==> config.mk <==
export PLATFORM = sky130hd
export DESIGN_NAME = nor_cmd_seq_flat
export DESIGN_NICKNAME = d
export VERILOG_FILES = /design/src/rtl/nor_cmd_seq_if.sv /design/src/rtl/nor_cmd_seq.sv /design/src/flat_wrapper.sv
export SDC_FILE = /design/constraint.sdc
export NUM_CORES = 1
export LEC_CHECK = 0
export ABC_AREA = 1
export CAP_MARGIN = 20
export CORE_UTILIZATION = 35
export CTS_CLUSTER_DIAMETER = 100
export DETAILED_ROUTE_END_ITERATION = 8
export GPL_ROUTABILITY_DRIVEN = 0
export PLACE_DENSITY = 0.51
export SLEW_MARGIN = 20
export SYNTH_ARGS = -nofsm -noshare
export SYNTH_HDL_FRONTEND = slang
export SYNTH_SLANG_ARGS = --single-unit
==> constraint.sdc <==
create_clock -name sys_clk_i -period 2.8 [get_ports sys_clk_i]
set_clock_uncertainty 0.2 [all_clocks]
set_input_delay 0.56 -clock sys_clk_i [delete_from_list [all_inputs] [get_ports sys_clk_i]]
set_output_delay 0.56 -clock sys_clk_i [all_outputs]
set_load 0.02 [all_outputs]
==> src/rtl/nor_cmd_seq_if.sv <==
// Wishbone write-master bus between the NOR command sequencer and the
// parallel NOR bus block's memory port.
`ifndef NORADDRBITS
`define NORADDRBITS 24
`endif
`ifndef NORDATABITS
`define NORDATABITS 16
`endif

interface nor_cmd_seq_if #(
  parameter int ADDRBITS = `NORADDRBITS,
  parameter int DATABITS = `NORDATABITS
);
  logic                cyc;
  logic                stb;
  logic                we;
  logic [ADDRBITS-1:0] adr;
  logic [DATABITS-1:0] dat;
  logic                ack;
  logic                stall;
  logic                err;

  modport master (output cyc, stb, we, adr, dat, input ack, stall, err);
  modport slave  (input cyc, stb, we, adr, dat, output ack, stall, err);
endinterface

==> src/rtl/nor_cmd_seq.sv <==
// NOR flash command sequencer: expands RESET / PROGRAM / SECTOR_ERASE /
// CHIP_ERASE into JEDEC unlock write sequences on a pipelined Wishbone
// master, then waits on RY/BY# with blanking and an optional timeout.
`ifndef NORADDRBITS
`define NORADDRBITS 24
`endif
`ifndef NORDATABITS
`define NORDATABITS 16
`endif

module nor_cmd_seq #(
  parameter int ADDRBITS = `NORADDRBITS,
  parameter int DATABITS = `NORDATABITS,
  parameter int RYBLANK  = 8
) (
  input  logic                sys_clk_i,
  input  logic                sys_rstn_i,
  input  logic                cmd_valid_i,
  output logic                cmd_ready_o,
  input  logic [2:0]          cmd_op_i,
  input  logic [ADDRBITS-1:0] cmd_addr_i,
  input  logic [DATABITS-1:0] cmd_data_i,
  input  logic [31:0]         cmd_limit_i,
  output logic                busy_o,
  output logic                done_o,
  output logic [1:0]          status_o,
  input  logic                nor_ry_i,
  nor_cmd_seq_if.master       memwb
);

  localparam logic [2:0] OP_RESET   = 3'd0;
  localparam logic [2:0] OP_PROGRAM = 3'd1;
  localparam logic [2:0] OP_SECTOR  = 3'd2;
  localparam logic [1:0] ST_OK      = 2'd0;
  localparam logic [1:0] ST_TIMEOUT = 2'd1;
  localparam logic [1:0] ST_BUSERR  = 2'd2;
  localparam logic [1:0] ST_BADOP   = 2'd3;
  localparam int         BW         = $clog2(RYBLANK + 1);
  localparam logic [ADDRBITS-1:0] A555 = ADDRBITS'(12'h555);
  localparam logic [ADDRBITS-1:0] A2AA = ADDRBITS'(12'h2AA);

  typedef enum logic [2:0] {
    S_IDLE, S_WR_STB, S_WR_ACK, S_BLANK, S_POLL, S_RECOVER, S_DONE
  } state_t;

  state_t              state_q, state_d;
  logic [2:0]          op_q, op_d;
  logic [ADDRBITS-1:0] addr_q, addr_d;
  logic [DATABITS-1:0] data_q, data_d;
  logic [31:0]         limit_q, limit_d;
  logic [2:0]          step_q, step_d;
  logic                rec_q, rec_d;
  logic [1:0]          status_q, status_d;
  logic [BW-1:0]       blank_q, blank_d;
  logic [31:0]         tmo_q, tmo_d;
  logic                hit_q, hit_d;
  logic [ADDRBITS-1:0] adr_q, adr_d;
  logic [DATABITS-1:0] dat_q, dat_d;
  logic                ready_q, ready_d;
  logic                busy_q, busy_d;
  logic                done_q, done_d;
  logic                cyc_q, cyc_d;
  logic                stb_q, stb_d;
  logic                ry_meta_q, ry_sync_q;
  logic                wr_go;
  logic                tmo_now;

  // Index of the final write of a sequence; the recovery sequence is one write.
  function automatic logic [2:0] last_step(input logic [2:0] op, input logic rec);
    if (rec || op == OP_RESET) return 3'd0;
    else if (op == OP_PROGRAM) return 3'd3;
    else                       return 3'd5;
  endfunction

  function automatic logic [ADDRBITS-1:0] step_adr(input logic [2:0] op, input logic [2:0] step,
                                                   input logic rec, input logic [ADDRBITS-1:0] addr);
    if (rec || op == OP_RESET) return addr;
    case (step)
      3'd0:    return A555;
      3'd1:    return A2AA;
      3'd2:    return A555;
      3'd3:    return (op == OP_PROGRAM) ? addr : A555;
      3'd4:    return A2AA;
      default: return (op == OP_SECTOR) ? addr : A555;
    endcase
  endfunction

  function automatic logic [DATABITS-1:0] step_dat(input logic [2:0] op, input logic [2:0] step,
                                                   input logic rec, input logic [DATABITS-1:0] data);
    if (rec || op == OP_RESET) return DATABITS'(8'hF0);
    case (step)
      3'd0:    return DATABITS'(8'hAA);
      3'd1:    return DATABITS'(8'h55);
      3'd2:    return (op == OP_PROGRAM) ? DATABITS'(8'hA0) : DATABITS'(8'h80);
      3'd3:    return (op == OP_PROGRAM) ? data : DATABITS'(8'hAA);
      3'd4:    return DATABITS'(8'h55);
      default: return (op == OP_SECTOR) ? DATABITS'(8'h30) : DATABITS'(8'h10);
    endcase
  endfunction

  // Next-state, datapath and registered-output computation.
  always_comb begin
    state_d  = state_q;
    op_d     = op_q;
    addr_d   = addr_q;
    data_d   = data_q;
    limit_d  = limit_q;
    step_d   = step_q;
    rec_d    = rec_q;
    status_d = status_q;
    blank_d  = blank_q;
    tmo_d    = tmo_q;
    hit_d    = hit_q;
    adr_d    = adr_q;
    dat_d    = dat_q;
    wr_go    = 1'b0;
    tmo_now  = (limit_q != 32'd0) && (tmo_q == limit_q);

    case (state_q)
      S_IDLE: begin
        if (cmd_valid_i && ready_q) begin
          op_d     = cmd_op_i;
          addr_d   = cmd_addr_i;
          data_d   = cmd_data_i;
          limit_d  = cmd_limit_i;
          status_d = ST_OK;
          step_d   = 3'd0;
          rec_d    = 1'b0;
          if (!cmd_op_i[2]) begin
            state_d = S_WR_STB;
            adr_d   = step_adr(cmd_op_i, 3'd0, 1'b0, cmd_addr_i);
            dat_d   = step_dat(cmd_op_i, 3'd0, 1'b0, cmd_data_i);
          end else begin
            state_d  = S_DONE;
            status_d = ST_BADOP;
          end
        end
      end
      S_WR_STB: begin
        if (memwb.err) begin
          status_d = ST_BUSERR;
          state_d  = S_DONE;
        end else if (!memwb.stall) begin
          if (memwb.ack) wr_go = 1'b1;
          else           state_d = S_WR_ACK;
        end
      end
      S_WR_ACK: begin
        if (memwb.err) begin
          status_d = ST_BUSERR;
          state_d  = S_DONE;
        end else if (memwb.ack) begin
          wr_go = 1'b1;
        end
      end
      S_BLANK: begin
        if (tmo_q != 32'hFFFF_FFFF) tmo_d = tmo_q + 32'd1;
        if (tmo_now) hit_d = 1'b1;
        if (blank_q == BW'(RYBLANK - 1)) state_d = S_POLL;
        else                             blank_d = blank_q + BW'(1);
      end
      S_POLL: begin
        if (tmo_q != 32'hFFFF_FFFF) tmo_d = tmo_q + 32'd1;
        if (ry_sync_q) begin
          state_d = S_DONE;
        end else if (hit_q || tmo_now) begin
          state_d  = S_RECOVER;
          status_d = ST_TIMEOUT;
        end
      end
      S_RECOVER: begin
        rec_d   = 1'b1;
        step_d  = 3'd0;
        state_d = S_WR_STB;
        adr_d   = addr_q;
        dat_d   = DATABITS'(8'hF0);
      end
      S_DONE:  state_d = S_IDLE;
      default: state_d = S_IDLE;
    endcase

    // A write completed: move to the next step or leave the write phase.
    if (wr_go) begin
      if (step_q == last_step(op_q, rec_q)) begin
        if (rec_q || op_q == OP_RESET) begin
          state_d = S_DONE;
        end else begin
          state_d = S_BLANK;
          blank_d = '0;
          tmo_d   = 32'd0;
          hit_d   = 1'b0;
        end
      end else begin
        step_d  = step_q + 3'd1;
        state_d = S_WR_STB;
        adr_d   = step_adr(op_q, step_q + 3'd1, rec_q, addr_q);
        dat_d   = step_dat(op_q, step_q + 3'd1, rec_q, data_q);
      end
    end

    ready_d = (state_d == S_IDLE);
    busy_d  = (state_d != S_IDLE);
    done_d  = (state_d == S_DONE);
    cyc_d   = (state_d == S_WR_STB) || (state_d == S_WR_ACK);
    stb_d   = (state_d == S_WR_STB);
  end

  // State, datapath, output registers and RY synchronizer.
  always_ff @(posedge sys_clk_i or negedge sys_rstn_i) begin
    if (!sys_rstn_i) begin
      state_q   <= S_IDLE;
      op_q      <= 3'd0;
      addr_q    <= '0;
      data_q    <= '0;
      limit_q   <= 32'd0;
      step_q    <= 3'd0;
      rec_q     <= 1'b0;
      status_q  <= ST_OK;
      blank_q   <= '0;
      tmo_q     <= 32'd0;
      hit_q     <= 1'b0;
      adr_q     <= '0;
      dat_q     <= '0;
      ready_q   <= 1'b0;
      busy_q    <= 1'b0;
      done_q    <= 1'b0;
      cyc_q     <= 1'b0;
      stb_q     <= 1'b0;
      ry_meta_q <= 1'b0;
      ry_sync_q <= 1'b0;
    end else begin
      state_q   <= state_d;
      op_q      <= op_d;
      addr_q    <= addr_d;
      data_q    <= data_d;
      limit_q   <= limit_d;
      step_q    <= step_d;
      rec_q     <= rec_d;
      status_q  <= status_d;
      blank_q   <= blank_d;
      tmo_q     <= tmo_d;
      hit_q     <= hit_d;
      adr_q     <= adr_d;
      dat_q     <= dat_d;
      ready_q   <= ready_d;
      busy_q    <= busy_d;
      done_q    <= done_d;
      cyc_q     <= cyc_d;
      stb_q     <= stb_d;
      ry_meta_q <= nor_ry_i;
      ry_sync_q <= ry_meta_q;
    end
  end

  assign cmd_ready_o = ready_q;
  assign busy_o      = busy_q;
  assign done_o      = done_q;
  assign status_o    = status_q;
  assign memwb.cyc   = cyc_q;
  assign memwb.stb   = stb_q;
  assign memwb.we    = stb_q;
  assign memwb.adr   = adr_q;
  assign memwb.dat   = dat_q;

endmodule

==> src/flat_wrapper.sv <==
// flat-port wrapper written by rule: the top's interface ports become plain ports
module nor_cmd_seq_flat 
#(
  parameter int ADDRBITS = `NORADDRBITS,
  parameter int DATABITS = `NORDATABITS,
  parameter int RYBLANK  = 8
)
  (sys_clk_i, sys_rstn_i, cmd_valid_i, cmd_ready_o, cmd_op_i, cmd_addr_i, cmd_data_i, cmd_limit_i, busy_o, done_o, status_o, nor_ry_i, memwb_cyc, memwb_stb, memwb_we, memwb_adr, memwb_dat, memwb_ack, memwb_stall, memwb_err);
  nor_cmd_seq_if #(.ADDRBITS(ADDRBITS), .DATABITS(DATABITS)) memwb_i ();
  input  logic sys_clk_i;
  input  logic sys_rstn_i;
  input  logic cmd_valid_i;
  output logic cmd_ready_o;
  input  logic [2:0] cmd_op_i;
  input  logic [ADDRBITS-1:0] cmd_addr_i;
  input  logic [DATABITS-1:0] cmd_data_i;
  input  logic [31:0] cmd_limit_i;
  output logic busy_o;
  output logic done_o;
  output logic [1:0] status_o;
  input  logic nor_ry_i;
  output wire logic [$bits(memwb_i.cyc)-1:0] memwb_cyc;
  output wire logic [$bits(memwb_i.stb)-1:0] memwb_stb;
  output wire logic [$bits(memwb_i.we)-1:0] memwb_we;
  output wire logic [$bits(memwb_i.adr)-1:0] memwb_adr;
  output wire logic [$bits(memwb_i.dat)-1:0] memwb_dat;
  input wire logic [$bits(memwb_i.ack)-1:0] memwb_ack;
  input wire logic [$bits(memwb_i.stall)-1:0] memwb_stall;
  input wire logic [$bits(memwb_i.err)-1:0] memwb_err;
  assign memwb_cyc = memwb_i.cyc;
  assign memwb_stb = memwb_i.stb;
  assign memwb_we = memwb_i.we;
  assign memwb_adr = memwb_i.adr;
  assign memwb_dat = memwb_i.dat;
  assign memwb_i.ack = memwb_ack;
  assign memwb_i.stall = memwb_stall;
  assign memwb_i.err = memwb_err;
  nor_cmd_seq #(.ADDRBITS(ADDRBITS), .DATABITS(DATABITS), .RYBLANK(RYBLANK)) u_core (.sys_clk_i(sys_clk_i), .sys_rstn_i(sys_rstn_i), .cmd_valid_i(cmd_valid_i), .cmd_ready_o(cmd_ready_o), .cmd_op_i(cmd_op_i), .cmd_addr_i(cmd_addr_i), .cmd_data_i(cmd_data_i), .cmd_limit_i(cmd_limit_i), .busy_o(busy_o), .done_o(done_o), .status_o(status_o), .nor_ry_i(nor_ry_i), .memwb(memwb_i));
endmodule
==> impl_metrics.json <==
{
  "avgSynthCellArea_um2": 7.932,
  "clk_pin_slew_ns": 0.07,
  "cp_max_fo": 13,
  "synth_top_area_frac": 0.4682,
  "critical_path_buf_inv_count": 2,
  "yosysUniqueCellTypes": 55,
  "outcome": "complete, no violations",
  "place_ws_ns": 0.1272,
  "firstDrtPassIters": 5,
  "min_path_type": "reg2reg",
  "utilization": 0.4553,
  "cts_root_buffer": "clkbuf_16",
  "numCtsBuffers": 17,
  "grt_pass1_wl_um": 42660,
  "period_minus_slack_ns": 2.574,
  "crit_chain": "ha_1 -> ha_1 -> inv_1 -> nand2_1 -> nand2_1 -> nor2_1 -> a31oi_1 -> buf_4 -> nand3_2 -> a31o_2",
  "drive_gt1_frac": 0.1012,
  "max_freq_ghz": 0.3885,
  "start_util": 0.3566,
  "syn_to_final_growth_pct": 27.69,
  "crit_slowest_cell": "dfrtp_1",
  "first_iter_violations": 410,
  "ys_ff_latch": 168,
  "portBuffers": 129,
  "ios": 130,
  "die_area_mm2": 0.02630,
  "max_stage_delay_ns": 0.40,
  "yosys-top-cells-area": "dfrtp_1 47%, nand2_1 14%, o21ai_0 5.7%, inv_1 3.5%, nor2_1 3.4%",
  "grt_max_degree": 71,
  "fp.dieH_um": 162.2,
  "clockBufferDepth": 2,
  "drt-total-wl_um": 25930,
  "holdPathEnd": "u_core.ry_sync_q",
  "setup_viol_count_final": 0,
  "rsz0062_at_grt": "no",
  "crit_type": "reg2reg",
  "fin_ws_ns": 0.2261,
  "setup.worst_path.start_class": "register",
  "irDropWorstVdd_mv": 0.4567,
  "r2r_setup_slack_ns": 0.23,
  "clkSinkCount": 168,
  "slew_violations": 0,
  "viasPerCell": 4.934,
  "syn_nets": 1221,
  "drc": 0,
  "r2r_end": "u_core.memwb.adr[23]",
  "ant_nets": 0,
  "regToRegStartpoint": "u_core.step_q[1]",
  "tritoncts": "done",
  "max-cap-violations": 0,
  "gr-total-overflow": 0,
  "grt_pass1_vias": 8166,
  "num_vias": 7964,
  "syn_area_mm2": 0.008979,
  "finalCritPeriodShare": 0.9193,
  "diodes": 0,
  "instances_no_fill": 1614,
  "synth_top_area_cell": "dfrtp_1",
  "end_kind": "register",
  "ff2ff_path_depth": 10,
  "hold_violations": 0,
  "whs_path_depth": 0,
  "tightest_slew_ns": 0.9052,
  "nNetsFinal": 1360,
  "antenna_found_initial": 0,
  "arrival_ns": 2.70,
  "wl_per_cell_um": 16.07,
  "ys_warn_count": 0,
  "place_hpwl_um": 18540,
  "grt_use_total": 0.2075,
  "insertion_delay_ns": 0.43,
  "critical_path_required_ns": 2.92,
  "cpLargestDelayFamily": "adder cells",
  "row_count": 58,
  "setup_tns_ns": 0,
  "ys_seq_area_frac": 0.4682,
  "coreArea_mm2": 0.02518,
  "p_leak_uw": 0.005186,
  "syn-instance-count": 1132,
  "place_inst": 1579,
  "cts.htree.levels": 4,
  "relSlewSlack": 0.3959,
  "cellPowerDensity_mw_per_mm2": 999.1,
  "hp-start": "u_core.ry_meta_q",
  "die_w_um": 162.2
}
[timing repair]
item                                    4_1_cts  5_1_grt
gates resized for setup                       0        1
buffers inserted                              0        2
endpoints found under the setup margin        0        3
endpoints found under the hold margin        54        0
hold buffers                                  1        0
[cells by family (layout without fill, tap and decap cells)]
family                   Yosys count  count (layout)  synth area share
AO/OA/AOI/OAI                    210             210            0.1396
buffers and inverters            147             299           0.06745
AND/OR/NAND/NOR                  554             554            0.2696
adder cells (fa/ha/maj)            7               7          0.009754
multiplexers                       3               3          0.003345
XOR/XNOR                          43              43           0.04195
flip-flops                       168             168            0.4682
[placed cells by master, fill, tap and decap left out, types with 7 or more instances in the layout]
cell             instances
ha_1                     7
clkbuf_16               17
nand2_1                345
o21ai_0                103
nor2_2                   8
nand3_1                 48
nor3_1                  17
inv_6                    7
nor2_1                  81
clkdlybuf4s50_1        128
nand4_1                 19
a22oi_1                 15
xor2_1                  15
inv_1                   83
inv_2                   16
a31oi_1                  8
dfrtp_1                168
a21oi_1                 37
buf_4                   33
xnor2_1                 28
[worst max path at each step]
stage,start,endpoint,slack (ns),depth (start not counted)
floorplan,u_core.step_q[0],u_core.memwb.adr[18],0.39,10
global placement,memwb_ack,u_core.memwb.adr[18],0.12,7
detailed placement,memwb_ack,u_core.memwb.adr[23],0.13,7
CTS,u_core.state_q[0],u_core.memwb.adr[23],0.22,8
global route,u_core.step_q[1],u_core.memwb.adr[23],0.06,10
finish,u_core.step_q[1],u_core.memwb.adr[23],0.23,10
[flip-flops by register name, summed over array words and instances, names as in the netlist, 2 cells and up]
signal and count:
u_core.limit_q 32, u_core.addr_q 24, u_core.memwb.dat 16, u_core.status_o 2, u_core.op_q 3, u_core.step_q 3
u_core.blank_q 4, u_core.data_q 16, u_core.memwb.adr 24, u_core.state_q 3, u_core.tmo_q 32
[through the flow]
stage | total power (µW) | cell area [µm²] | hold slack [ns]
finish | 11450 | 11460 | 0.1548
floorplan | 7168 | 8979 | 0.06441
CTS | 11570 | 11440 | 0.1618
global route | 12370 | 11460 | 0.1673
global placement | 8804 | 10780 | 0.1387
detailed placement | 8855 | 10780 | 0.1529
[synthesized netlist by cell type (all sizes together)]
cell type	count
a211oi	5
a21boi	1
a21oi	38
a22oi	15
a311oi	1
a31o	6
a31oi	8
a32oi	5
and3	2
buf	23
clkbuf	24
dfrtp	168
ha	7
inv	100
mux2i	3
nand2	353
nand3	53
nand3b	2
nand4	19
nor2	92
nor3	23
nor3b	2
nor4	7
o2111ai	1
o211a	1
o211ai	3
o21a	1
o21ai	110
o21bai	1
o221ai	6
o22ai	1
o31ai	1
o32ai	6
or2	1
xnor2	28
xor2	15
[power by group]
group          switching [µW]  internal, µW
combinational            2700          1910
sequential                863          3330
clock                    1050          1600
[per-layer routing]
| metal | share of wire | GRT usage | up-vias |
|---|---|---|---|
| li1 | - | - | 3997 |
| met1 | 0.47 | 0.2767 | 3760 |
| met2 | 0.48 | 0.3435 | 173 |
| met3 | 0.037 | 0.03396 | 34 |
| met4 | 0.020 | 0.06561 | 0 |
| met5 | 0 | 0 | - |
[area by class of cell]
type | count | area, µm²
Timing Repair Buffer | 167 | 1630
Clock buffer | 17 | 425.4
Multi-Input combinational cell | 817 | 4183
Sequential cell | 168 | 4204
Inverter | 100 | 377.9
Clock inverter | 15 | 231.5
Tap cell | 330 | 412.9
Fill cell | 2496 | 13720
No activity file was read; power rests on OpenSTA's default activity.
